[config.mk]
export PLATFORM = sky130hd
export DESIGN_NAME = oled_spi_sequencer
export DESIGN_NICKNAME = d
export VERILOG_FILES = /design/src/rtl/oled_pkg.sv /design/src/rtl/oled_delay_cnt.sv /design/src/rtl/oled_spi_sequencer.sv
export SDC_FILE = /design/constraint.sdc
export NUM_CORES = 1
export LEC_CHECK = 0
export ABC_AREA = 1
export ABC_CLOCK_PERIOD_IN_PS = 3600
export CAP_MARGIN = 10
export CORE_MARGIN = 2
export CORE_UTILIZATION = 45
export CTS_CLUSTER_DIAMETER = 150
export DETAILED_ROUTE_END_ITERATION = 8
export GPL_TIMING_DRIVEN = 0
export PLACE_DENSITY = 0.72
export SLEW_MARGIN = 0
export SYNTH_ARGS = -nofsm -noshare
export SYNTH_HDL_FRONTEND = slang
export SYNTH_SLANG_ARGS = --single-unit
[constraint.sdc]
create_clock -name clk -period 3.6 [get_ports clk]
set_input_delay 0.54 -clock clk [delete_from_list [all_inputs] [get_ports clk]]
set_output_delay 0.54 -clock clk [all_outputs]
set_load 0.005 [all_outputs]
[src/rtl/oled_pkg.sv]
// Shared types and constants for the OLED SPI byte sequencer: state encoding
// and the SSD1306-style power-on command list (128x64 panel, charge pump on).
package oled_pkg;

    localparam int OLED_INIT_LEN = 25;

    localparam logic [7:0] OLED_INIT_ROM [OLED_INIT_LEN] = '{
        8'hAE,                          // display off while configuring
        8'hD5, 8'h80,
        8'hA8, 8'h3F,
        8'hD3, 8'h00,
        8'h40,
        8'h8D, 8'h14,
        8'h20, 8'h00,
        8'hA1,
        8'hC8,
        8'hDA, 8'h12,
        8'h81, 8'hCF,
        8'hD9, 8'hF1,
        8'hDB, 8'h40,
        8'hA4,
        8'hA6,
        8'hAF
    };

    typedef enum logic [3:0] {
        S_PAN_RST,
        S_WAKE,
        S_CMD_LD,
        S_CMD_TX,
        S_CMD_WT,
        S_READY,
        S_FB_RD,
        S_FB_CAP,
        S_FB_TX,
        S_FB_WT
    } seq_state_t;

endpackage

[src/rtl/oled_delay_cnt.sv]
// Loadable down-counter with zero flag; load wins over count, counting stops at zero.
// Latency: o_zero reflects the registered count, so a load of N gives N+1 cycles to zero-exit.
module oled_delay_cnt #(
    parameter int W = 4
) (
    input  logic         clk,
    input  logic         i_load,
    input  logic [W-1:0] i_load_val,
    input  logic         i_count,
    output logic         o_zero
);

    logic [W-1:0] r_cnt;

    assign o_zero = (r_cnt == '0);

    always_ff @(posedge clk) begin
        if (i_load) begin
            r_cnt <= i_load_val;
        end else if (i_count && !o_zero) begin
            r_cnt <= r_cnt - 1'b1;
        end
    end

endmodule

[src/rtl/oled_spi_sequencer.sv]
// Panel reset/wake, init command list, then one framebuffer frame per request into the SPI master.
// One byte outstanding: tx_valid held until tx_ready, next byte only after the master's rx_valid.
module oled_spi_sequencer
    import oled_pkg::*;
#(
    parameter int RST_CYCLES  = 1000,
    parameter int WAKE_CYCLES = 100000,
    parameter int FRAME_BYTES = 1024,
    parameter int ADDR_W      = 10
) (
    input  logic              clk,
    input  logic              rst,
    input  logic              frame_start,
    output logic              init_done,
    output logic              busy,
    output logic              frame_done,
    output logic              fb_rd,
    output logic [ADDR_W-1:0] fb_addr,
    input  logic [7:0]        fb_data,
    output logic              tx_valid,
    input  logic              tx_ready,
    output logic [7:0]        tx_data,
    input  logic              rx_valid,
    output logic              rx_ready,
    output logic              oled_dc,
    output logic              oled_rst_n
);

    localparam int CNT_MAX = (RST_CYCLES > WAKE_CYCLES) ? RST_CYCLES : WAKE_CYCLES;
    localparam int CNT_W   = $clog2(CNT_MAX + 1);
    localparam int IDX_W   = $clog2(OLED_INIT_LEN);

    localparam logic [CNT_W-1:0] RST_LOAD  = CNT_W'(RST_CYCLES - 1);
    localparam logic [CNT_W-1:0] WAKE_LOAD = (WAKE_CYCLES > 0) ? CNT_W'(WAKE_CYCLES - 1) : '0;

    seq_state_t        r_state;
    seq_state_t        w_state_nxt;
    logic [IDX_W-1:0]  r_idx;
    logic [ADDR_W-1:0] r_fb_addr;
    logic [7:0]        r_tx_data;
    logic              r_tx_valid;
    logic              r_oled_dc;
    logic              r_oled_rst_n;
    logic              r_init_done;
    logic              r_frame_done;

    logic              w_tx_fire;
    logic              w_idx_last;
    logic              w_addr_last;
    logic              w_cnt_load;
    logic [CNT_W-1:0]  w_cnt_val;
    logic              w_cnt_en;
    logic              w_cnt_zero;

    assign w_tx_fire   = r_tx_valid && tx_ready;
    assign w_idx_last  = (r_idx == IDX_W'(OLED_INIT_LEN - 1));
    assign w_addr_last = (r_fb_addr == ADDR_W'(FRAME_BYTES - 1));

    oled_delay_cnt #(
        .W (CNT_W)
    ) u_delay (
        .clk        (clk),
        .i_load     (w_cnt_load),
        .i_load_val (w_cnt_val),
        .i_count    (w_cnt_en),
        .o_zero     (w_cnt_zero)
    );

    always_ff @(posedge clk) begin
        if (rst) begin
            r_state <= S_PAN_RST;
        end else begin
            r_state <= w_state_nxt;
        end
    end

    always_comb begin
        w_state_nxt = r_state;
        case (r_state)
            S_PAN_RST: if (w_cnt_zero) w_state_nxt = S_WAKE;
            S_WAKE:    if (w_cnt_zero) w_state_nxt = S_CMD_LD;
            S_CMD_LD:  w_state_nxt = S_CMD_TX;
            S_CMD_TX:  if (w_tx_fire) w_state_nxt = S_CMD_WT;
            S_CMD_WT:  if (rx_valid) w_state_nxt = w_idx_last ? S_READY : S_CMD_LD;
            // a request coinciding with the frame_done pulse is dropped, not deferred
            S_READY:   if (frame_start && !r_frame_done) w_state_nxt = S_FB_RD;
            S_FB_RD:   w_state_nxt = S_FB_CAP;
            S_FB_CAP:  w_state_nxt = S_FB_TX;
            S_FB_TX:   if (w_tx_fire) w_state_nxt = S_FB_WT;
            S_FB_WT:   if (rx_valid) w_state_nxt = w_addr_last ? S_READY : S_FB_RD;
            default:   w_state_nxt = S_PAN_RST;
        endcase
    end

    // Counter reloads on every state entry; only the two timed states use the value.
    always_comb begin
        w_cnt_load = rst || (w_state_nxt != r_state);
        w_cnt_val  = '0;
        if (rst || w_state_nxt == S_PAN_RST) begin
            w_cnt_val = RST_LOAD;
        end else if (w_state_nxt == S_WAKE) begin
            w_cnt_val = WAKE_LOAD;
        end
        w_cnt_en = (r_state == S_PAN_RST) || (r_state == S_WAKE);
    end

    always_ff @(posedge clk) begin
        if (rst) begin
            r_idx        <= '0;
            r_fb_addr    <= '0;
            r_tx_data    <= '0;
            r_tx_valid   <= 1'b0;
            r_oled_dc    <= 1'b0;
            r_oled_rst_n <= 1'b0;
            r_init_done  <= 1'b0;
            r_frame_done <= 1'b0;
        end else begin
            r_oled_rst_n <= (w_state_nxt != S_PAN_RST);
            r_frame_done <= 1'b0;
            case (r_state)
                S_CMD_LD: begin
                    r_tx_data  <= OLED_INIT_ROM[r_idx];
                    r_oled_dc  <= 1'b0;
                    r_tx_valid <= 1'b1;
                end
                S_CMD_TX, S_FB_TX: begin
                    if (w_tx_fire) r_tx_valid <= 1'b0;
                end
                S_CMD_WT: begin
                    if (rx_valid) begin
                        if (w_idx_last) r_init_done <= 1'b1;
                        else            r_idx       <= r_idx + 1'b1;
                    end
                end
                S_READY: begin
                    if (w_state_nxt == S_FB_RD) r_fb_addr <= '0;
                end
                S_FB_CAP: begin
                    r_tx_data  <= fb_data;
                    r_oled_dc  <= 1'b1;
                    r_tx_valid <= 1'b1;
                end
                S_FB_WT: begin
                    if (rx_valid) begin
                        if (w_addr_last) r_frame_done <= 1'b1;
                        else             r_fb_addr    <= r_fb_addr + 1'b1;
                    end
                end
                default: ;
            endcase
        end
    end

    assign init_done  = r_init_done;
    assign busy       = (r_state != S_READY);
    assign frame_done = r_frame_done;
    assign fb_rd      = (r_state == S_FB_RD);
    assign fb_addr    = r_fb_addr;
    assign tx_valid   = r_tx_valid;
    assign tx_data    = r_tx_data;
    assign rx_ready   = 1'b1;
    assign oled_dc    = r_oled_dc;
    assign oled_rst_n = r_oled_rst_n;

endmodule

==> results.sh, run 1 <==
export IMPL_cp_max_fo=17
export IMPL_drive_above_1_share_pct=5.89
export IMPL_clock_skew_final_ps=10.8
export IMPL_diodes=0
export IMPL_clock_fmax_ghz=0.301
export IMPL_ant_nets=0
export IMPL_cts_setup_buffers=0
export IMPL_placed_cell_area_sq_mm=0.00349
export IMPL_rsz0062_at_grt="false"
export IMPL_synth_edff_count=17
export IMPL_hold_path_class="reg2reg"
export IMPL_syn2layout_area_growth_pct=18.8
export IMPL_netlist_cell_type_count=33
export IMPL_yosysTopAreaCellShare_pct=21.1
export IMPL_critPathMaxStageDelay_ps=760
export IMPL_first_pass_iters=4
export IMPL_period_minus_slack_ps=3320
export IMPL_slew_violations=0
export IMPL_grt_max_degree=18
export IMPL_grt_pass1_vias=2779
export IMPL_hpwl_um=5510
export IMPL_die_area_sq_mm=0.00742
export IMPL_setup_violations=0
export IMPL_postCtsHoldBufs=0
export IMPL_path_class="reg2reg"
export IMPL_rows=29
export IMPL_syn_nets=453
export IMPL_crit_chain="inv_1 -> ha_1 -> nand2_1 -> nor2_1 -> nand3_1 -> nor2_1 -> nor2_1 -> nand3_1 -> nand2_1 -> buf_2 -> nand4_1"
export IMPL_critPathArrivalTime_ps=3090
export IMPL_fin_crit_sh_pct=92.3
export IMPL_slew_headroom_pct=38.6
export IMPL_fin_setup_tns_ps=0
export IMPL_grt_pass1_wl_um=12500
export IMPL_vdd_ir_drop_worst_mv=0.195
export IMPL_yosys_warnings=0
export IMPL_synth_area_leaders="dfxtp_1, edfxtp_1, nand2_1"
export IMPL_cts_made_buffers=5
export IMPL_ys_top_cells_by_count="nand2_1, nor2_1, inv_1, dfxtp_1, o21ai_0"
export IMPL_gp_congestion=0.945
export IMPL_p_leak_nw=1.54
export IMPL_wl_um=7410
export IMPL_fin_nets=496
export IMPL_synth_most_common_cell="nand2_1"
export IMPL_drt_wirelength_per_cell_um=13.4
export IMPL_ys_async_sr_fraction_pct=0
export IMPL_die_h_um=86.1
export IMPL_vias=2940
export IMPL_tightest_slew_ps=918
export IMPL_initial_core_util_pct=47.2
export IMPL_multi_input_area_sq_mm=0.00166
export IMPL_cp_start_kind="register"
export IMPL_crit_top_cell="nor2_1"
export IMPL_clock_sinks=49
export IMPL_vias_per_cell=5.33
export IMPL_crit_slowest_cell="nand4_1"
export IMPL_cap_violations=0
export IMPL_synthFlopType="dfxtp_1"
export IMPL_yosysTopAreaCell="dfxtp_1"
export IMPL_syn_avg_cell_area_sq_um=7.04
export IMPL_worst_slack_ps=279
export IMPL_fillerInstances=626
export IMPL_track_usage_pct=20.8
export IMPL_overflow=0
export IMPL_postLayoutCellArea_sq_mm=0.00361
export IMPL_core_region_area_sq_mm=0.00642
export IMPL_path_clk_slew_ps=100
export IMPL_die_width_um=86.1
export IMPL_critPathRequiredTime_ps=3370
export IMPL_power_density_mw_per_mm2=292
export IMPL_synth_cells=431
export IMPL_drc=0
export IMPL_synthesis_area_sq_mm=0.00303
export IMPL_place_ws_ps=107
export IMPL_tritoncts="done"
export IMPL_clk_latency_ps=310
export IMPL_cp_end_kind="register"
export IMPL_cts_resized=0
export IMPL_clock_path_buffers=2
export IMPL_finalHoldViolCount=0
export IMPL_port_buffers=36
export IMPL_status="finished clean"
export IMPL_htreeDepth=2
export IMPL_ys_ff_latch=49
export IMPL_seq_area_sq_mm=0.00115
export IMPL_root_buffer="clkbuf_8"
export IMPL_ios=39
export IMPL_antenna_found_initial=0
export IMPL_yosysSeqAreaShare_pct=37.9
export IMPL_drt_initial_drc_count=164
==> layout make-up <==
type                            count  area share (%)
Multi-Input combinational cell    324            45.9
Buffer                             12            1.49
Sequential cell                    49            31.9
Clock buffer                        5            1.91
Timing Repair Buffer               36            9.99
Clock inverter                      3            1.28
Tap cell                           77            2.67
Inverter                           46            4.79
==> final timing paths <==
| path | slack [ps] | startpoint | cells past startpoint | endpoint |
|---|---|---|---|---|
| hold reg to reg | 470 | tx_data[2] | 2 | tx_data[2] |
| hold / removal | 470 | tx_data[2] | 2 | tx_data[2] |
| setup / recovery | 280 | r_idx[0] | 11 | u_delay.r_cnt[4] |
| setup reg to reg | 280 | r_idx[0] | 11 | u_delay.r_cnt[4] |
==> metrics by stage <==
stage / hold WS, ps / cells / total power [mW] / util [%]
final: 470 / 552 / 1.05 / 56.1
after global routing: 517 / 552 / 1.10 / 56.1
after CTS: 469 / 552 / 1.07 / 56.1
after detailed placement: 454 / 544 / 0.664 / 54.4
after global placement: 454 / 544 / 0.664 / 54.4
after floorplan: 461 / 431 / 0.639 / -
==> flip-flops by register name (all words and copies together), names as in the netlist <==
signal,flops
u_delay.r_cnt,17
tx_data,8
frame_done,1
tx_valid,1
r_state,4
fb_addr,10
r_idx,5
oled_rst_n,1
oled_dc,1
init_done,1
==> layer usage <==
layer  vias up  GRT usage, %  wire, um
met4         0          5.92       119
met2        54          35.2      3640
met1      1344          27.3      3430
met5         -             0         0
li1       1532             -         -
met3        10          3.46       218
==> placed cells by master (no fill, tap or decap), drive strengths merged <==
cell type and n:
o21ai 27, a31oi 8, nor2 61, ha 9, clkinv 1, o22ai 3
xor2 4, o211ai 7, o211a 3, or2 1, nand4 18, o221ai 1
clkdlybuf4s50 36, nand3b 4, dfxtp 32, a211oi 2, clkinvlp 1, a21oi 25
o31ai 1, bufinv 1, and3 1, nand3 28, clkbuf 12, inv 46
nand2 105, buf 5, edfxtp 17, xnor2 6, nor3 9, conb 1
==> where the power goes <==
group / total (mW) / switching [mW] / internal (mW)
clock network: 0.402 / 0.194 / 0.208
registers: 0.587 / 0.00746 / 0.580
logic: 0.0652 / 0.0361 / 0.0291
total: 1.05 / 0.238 / 0.817
==> worst max-delay path, delay by kind of cell (launching register included) <==
kind,cells,cell delay (ps)
adder cells (fa/ha/maj),1,260
buffers and inverters,2,420
flip-flops,1,450
AND/OR/NAND/NOR,8,1650
==> cells by family (layout without fill, tap and decap cells) <==
| group | after synthesis | after routing | share of synthesized area [%] |
|---|---|---|---|
| xor+xnor | 10 | 10 | 2.89 |
| flops | 49 | 49 | 37.9 |
| simple gates | 227 | 227 | 33.2 |
| fa+ha+maj | 9 | 9 | 3.71 |
| buf+inv | 58 | 102 | 7.46 |
| compound gates | 77 | 77 | 14.7 |
| other cells | 1 | 1 | 0.124 |
Note: power is estimated with default switching activity, not from simulation.
==> run 2: changes to the inputs <==
- CORE_UTILIZATION: 45 -> 55
- GPL_TIMING_DRIVEN: 0 -> not set
- PLACE_DENSITY: 0.72 -> 0.84
==> run 2 against run 1 <==
Against the previous run: clock skew fell by 6.9 ps; count of clock-buffer cells in the layout grew 1; global-route usage is 4.2 points higher; via count is 1.0% higher; sequential share of layout area up 0.13 points; cell count shrank 2.2%; maximum frequency is 12% higher; first-iteration DRC count rose by 60%; critical path depth is 2 higher; cell area down 0.42%; critical path type unchanged; critical endpoint is now u_delay.r_cnt[9]; largest cell class unchanged.
==> results.sh, run 2 (synthesis gave the netlist of run 1 again) <==
export IMPL_path_buf_inv=3
export IMPL_drt_initial_drc_count=262
export IMPL_cts_resized=0
export IMPL_status="finished clean"
export IMPL_cp_endpoint="u_delay.r_cnt[9]"
export IMPL_crit_cells=13
export IMPL_wl_met2_um=3510
export IMPL_crit_slowest_cell="nand4_1"
export IMPL_drive_above_1_share_pct=5.77
export IMPL_cp_max_fo=17
export IMPL_critPathArrivalTime_ps=2780
export IMPL_met1Wirelength_um=3290
export IMPL_path_clk_slew_ps=90
export IMPL_critPathMaxStageDelay_ps=700
export IMPL_period_minus_slack_ps=2970
export IMPL_gp_congestion=0.933
export IMPL_power_density_mw_per_mm2=298
export IMPL_clock_sinks=49
export IMPL_p_leak_nw=1.54
export IMPL_die_area_sq_mm=0.00613
export IMPL_port_buffers=37
export IMPL_syn2layout_area_growth_pct=18.4
export IMPL_p_int_uw=835
export IMPL_fin_util_pct=66.4
export IMPL_die_h_um=78.3
export IMPL_dr_wl_met3_um=281
export IMPL_r2r_start="u_delay.r_cnt[0]"
export IMPL_finalHoldViolCount=0
export IMPL_hold_path_class="reg2reg"
export IMPL_postLayoutCellArea_sq_mm=0.00359
export IMPL_largest_register_ffs=17
export IMPL_initial_core_util_pct=56.1
export IMPL_clock_skew_final_ps=3.94
export IMPL_clkPwrFrac_pct=38.8
export IMPL_fin_crit_sh_pct=82.6
export IMPL_overflow=0
export IMPL_setup_worst_path_start="u_delay.r_cnt[0]"
export IMPL_wl_um=7220
export IMPL_crit_top_cell="nand2_1"
export IMPL_grt_max_degree=18
export IMPL_r2r_slack_ps=630
export IMPL_placed_cell_area_sq_mm=0.00347
export IMPL_root_buffer="clkbuf_8"
export IMPL_cap_violations=0
export IMPL_track_usage_pct=25.0
export IMPL_clock_path_buffers=2
export IMPL_grt_pass1_wl_um=12400
export IMPL_clk_latency_ps=310
export IMPL_routed_top_layer="met4"
export IMPL_vias=2970
export IMPL_ios=39
export IMPL_fin_nets=489
export IMPL_rsz0062_at_grt="false"
export IMPL_tritoncts="done"
export IMPL_critPathRequiredTime_ps=3410
export IMPL_setup_violations=0
export IMPL_rows=27
export IMPL_final_cell_mix="nand2_1, nor2_1, inv_1, clkdlybuf4s50_1, dfxtp_1"
export IMPL_p_total_mw=1.07
export IMPL_tightest_slew_ps=834
export IMPL_path_class="reg2reg"
export IMPL_reg2reg_to="u_delay.r_cnt[9]"
export IMPL_diodes=0
export IMPL_p_comb_share_pct=6.3
export IMPL_drt_wirelength_per_cell_um=13.4
export IMPL_r2r_cells=13
export IMPL_slew_violations=0
export IMPL_worst_slack_ps=626
export IMPL_mostFrequentLayoutCell="nand2_1"
export IMPL_drc=0
export IMPL_cts_setup_buffers=0
export IMPL_die_width_um=78.3
export IMPL_cts_made_buffers=5
export IMPL_crit_chain="inv_1 -> ha_1 -> inv_1 -> nor2_1 -> nand2_1 -> nor2_1 -> nand2_1 -> nand2_1 -> nand2_1 -> inv_1 -> nor2_1 -> nand2_2 -> nand4_1"
export IMPL_grt_pass1_vias=2819
export IMPL_cp_start_kind="register"
export IMPL_fin_setup_tns_ps=0
export IMPL_power_frac_seq_pct=54.9
export IMPL_first_pass_iters=4
export IMPL_slew_headroom_pct=44.3
export IMPL_core_region_area_sq_mm=0.00541
export IMPL_postCtsHoldBufs=0
export IMPL_hpwl_um=5520
export IMPL_vias_per_cell=5.50
export IMPL_place_ws_ps=533
export IMPL_p_sw_uw=235
export IMPL_ant_nets=0
export IMPL_vdd_ir_drop_worst_mv=0.192
export IMPL_cp_end_kind="register"
export IMPL_clock_fmax_ghz=0.336
export IMPL_critPathTopFamily="simple AND/OR/NAND/NOR gates"
export IMPL_top_register="u_delay.r_cnt"
export IMPL_antenna_found_initial=0
export IMPL_htreeDepth=2
export IMPL_swShare_pct=21.9
-- run 2: how the worst min path moves through the flow --
stage | start | to | slack (ps) | depth (start not counted)
floorplan | tx_data[1] | tx_data[1] | 460 | 2
global placement | tx_data[2] | tx_data[2] | 460 | 2
detailed placement | tx_data[1] | tx_data[1] | 470 | 2
CTS | tx_data[2] | tx_data[2] | 480 | 2
global route | tx_data[2] | tx_data[2] | 510 | 2
finish | tx_data[2] | tx_data[2] | 480 | 2
-- run 2: power groups by stage --
stage	Sequential [mW]	Combinational, mW	Clock (mW)
final	0.587	0.0677	0.416
after global routing	0.588	0.0739	0.438
after CTS	0.587	0.0673	0.420
after detailed placement	0.600	0.0668	0
after global placement	0.599	0.0655	0
after floorplan	0.598	0.0414	0
-- run 2: per-layer routing --
layer	GRT usage (%)	vias to the layer above
met5	0	-
met4	7.54	0
met3	4.25	20
met2	42.8	68
met1	32.3	1369
li1	-	1513
-- run 2: metrics by stage --
stage | cells | hold WS, ps
floorplan | 431 | 461
global placement | 532 | 458
detailed placement | 532 | 466
CTS | 540 | 479
global route | 540 | 509
finish | 540 | 478
-- run 2: worst register-to-register path, cell delays in order, from the launching register on --
cell,delay [ps]
edfxtp_1,410
inv_1,200
ha_1,200
inv_1,50
nor2_1,70
nand2_1,50
nor2_1,200
nand2_1,100
nand2_1,70
nand2_1,90
inv_1,60
nor2_1,60
nand2_2,200
nand4_1,700
-- run 2: final cells by class --
type                       count  area (sq um)
fill                         485          1810
multi-input combinational    324          1660
sequential                    49          1150
timing repair buffer          41           400
inverter                      46           173
tap                           72          90.1
clock buffer                   6          82.6
clock inverter                 2          37.5
==> run 3: changes to the inputs <==
- ABC_CLOCK_PERIOD_IN_PS: 3600 -> 2500
- CORE_UTILIZATION: 55 -> 50
- PLACE_DENSITY: 0.84 -> 0.81
- clock period: 3.6 -> 2.5 ns (I/O delays scaled with it)
==> run 3 against run 2 <==
Against the previous run: via count increased by 1.8%; first-iteration DRC count decreased by 18%; global-route usage decreased by 3.5 points; clock power increased by 34%.
==> results.sh, run 3 (synthesis gave the netlist of run 1 again) <==
export IMPL_hold_path_class="reg2reg"
export IMPL_antenna_found_initial=0
export IMPL_tritoncts="done"
export IMPL_clock_sinks=49
export IMPL_r2r_slack_ps=170
export IMPL_status="finished clean"
export IMPL_hpwl_um=5300
export IMPL_first_pass_iters=5
export IMPL_die_width_um=81.9
export IMPL_grt_pass1_vias=2690
export IMPL_core_region_area_sq_mm=0.00589
export IMPL_ant_nets=0
export IMPL_rsz0062_at_grt="false"
export IMPL_fillerInstances=533
export IMPL_vias=3023
export IMPL_wl_um=7090
export IMPL_track_usage_pct=21.5
export IMPL_cts_made_buffers=5
export IMPL_fin_util_pct=62.2
export IMPL_die_h_um=81.9
export IMPL_cp_max_fo=17
export IMPL_r2r_cells=11
export IMPL_root_buffer="clkbuf_8"
export IMPL_initial_core_util_pct=51.6
export IMPL_top_register="u_delay.r_cnt"
export IMPL_final_cell_mix="nand2_1, nor2_1, inv_1, clkdlybuf4s50_1, dfxtp_1"
export IMPL_setup_violations=0
export IMPL_port_buffers=37
export IMPL_finalHoldViolCount=0
export IMPL_drive_above_1_share_pct=8.00
export IMPL_critPathArrivalTime_ps=2350
export IMPL_clock_fmax_ghz=0.428
export IMPL_p_total_mw=1.50
export IMPL_r2r_start="r_idx[2]"
export IMPL_grt_pass1_wl_um=11400
export IMPL_clk_latency_ps=300
export IMPL_postLayoutCellArea_sq_mm=0.00366
export IMPL_place_ws_ps=195
export IMPL_placed_cell_area_sq_mm=0.00353
export IMPL_path_clk_slew_ps=90
export IMPL_largest_register_ffs=17
export IMPL_critPathRequiredTime_ps=2510
export IMPL_fin_crit_sh_pct=93.4
export IMPL_vdd_ir_drop_worst_mv=0.221
export IMPL_p_leak_nw=1.58
export IMPL_hold_depth=2
export IMPL_reg2reg_to="u_delay.r_cnt[13]"
export IMPL_htreeDepth=2
export IMPL_drt_initial_drc_count=215
export IMPL_cp_start_kind="register"
export IMPL_min_from="tx_data[2]"
export IMPL_drt_wirelength_per_cell_um=12.9
export IMPL_syn2layout_area_growth_pct=20.7
export IMPL_worst_slack_ps=165
export IMPL_fin_nets=496
export IMPL_fin_setup_tns_ps=0
export IMPL_cp_end_kind="register"
export IMPL_rows=28
export IMPL_slew_violations=0
export IMPL_cap_violations=0
export IMPL_overflow=0
export IMPL_mostFrequentLayoutCell="nand2_1"
export IMPL_path_class="reg2reg"
export IMPL_power_density_mw_per_mm2=411
export IMPL_gp_congestion=0.919
export IMPL_holdPathEnd="tx_data[2]"
export IMPL_drc=0
export IMPL_clock_skew_final_ps=6.96
export IMPL_clock_path_buffers=2
export IMPL_vias_per_cell=5.50
export IMPL_die_area_sq_mm=0.00671
export IMPL_grt_max_degree=18
export IMPL_ios=39
export IMPL_diodes=0
export IMPL_period_minus_slack_ps=2330
run 3: cell types whose count changed in the layout (fill, tap and decap cells not counted), sizes merged:
cell	delta
buf	+7
clkbuf	-1
clkinv	+1
run 3: where the power goes:
| group | internal [mW] | switching [mW] | leakage [nW] |
|---|---|---|---|
| sequential | 0.835 | 0.0111 | 0.449 |
| combinational | 0.0464 | 0.0545 | 1.08 |
| clock | 0.295 | 0.263 | 0.0518 |
run 3: final cells by class:
| class | instances | area, sq um | area share (%) |
|---|---|---|---|
| sequential | 49 | 1150 | 31.5 |
| tap | 75 | 93.8 | 2.56 |
| timing repair buffer | 48 | 465 | 12.7 |
| clock inverter | 3 | 41.3 | 1.13 |
| inverter | 46 | 173 | 4.71 |
| multi-input combinational | 324 | 1670 | 45.5 |
| clock buffer | 5 | 68.8 | 1.88 |
run 3: layer usage:
| layer | vias to the layer above | part of all wire [%] | global-route usage (%) | routed length, um |
|---|---|---|---|---|
| met3 | 17 | 7.2 | 3.74 | 508 |
| met2 | 143 | 49 | 36.6 | 3460 |
| met4 | 0 | 2.0 | 8.33 | 145 |
| met1 | 1330 | 42 | 27.0 | 2980 |
| met5 | - | 0 | 0 | 0 |
| li1 | 1533 | - | - | - |
run 3: worst max-delay path by stage:
stage                  start           endpoint  slack [ps]  depth (start not counted)
floorplan           r_idx[1]   u_delay.r_cnt[0]           3                         12
CTS                 r_idx[1]   u_delay.r_cnt[0]         190                         13
global placement    rx_valid  u_delay.r_cnt[13]         260                         10
global route        r_idx[1]  u_delay.r_cnt[15]          10                         12
finish              r_idx[2]  u_delay.r_cnt[13]         170                         11
detailed placement  rx_valid  u_delay.r_cnt[13]         190                         10
run 3: timing repair:
item                                    CTS  global route
resized for setup                         0             3
setup buffers                             0             2
hold buffers                              0             0
endpoints found under the setup margin    0            30
run 3: critical path: stages, from the launching register on:
cell	delay (ps)
dfxtp_1	540
inv_1	220
nand2_1	160
nor2_1	80
nand3_1	100
nor2_1	70
nor2_1	190
nand2_1	90
nor2_1	160
nand2_2	110
nand4_1	150
buf_12	170
run 3: metrics by stage:
step | cells | hold slack, ps
finish | 550 | 475
global placement | 540 | 463
detailed placement | 540 | 466
floorplan | 431 | 461
CTS | 548 | 479
global route | 550 | 504
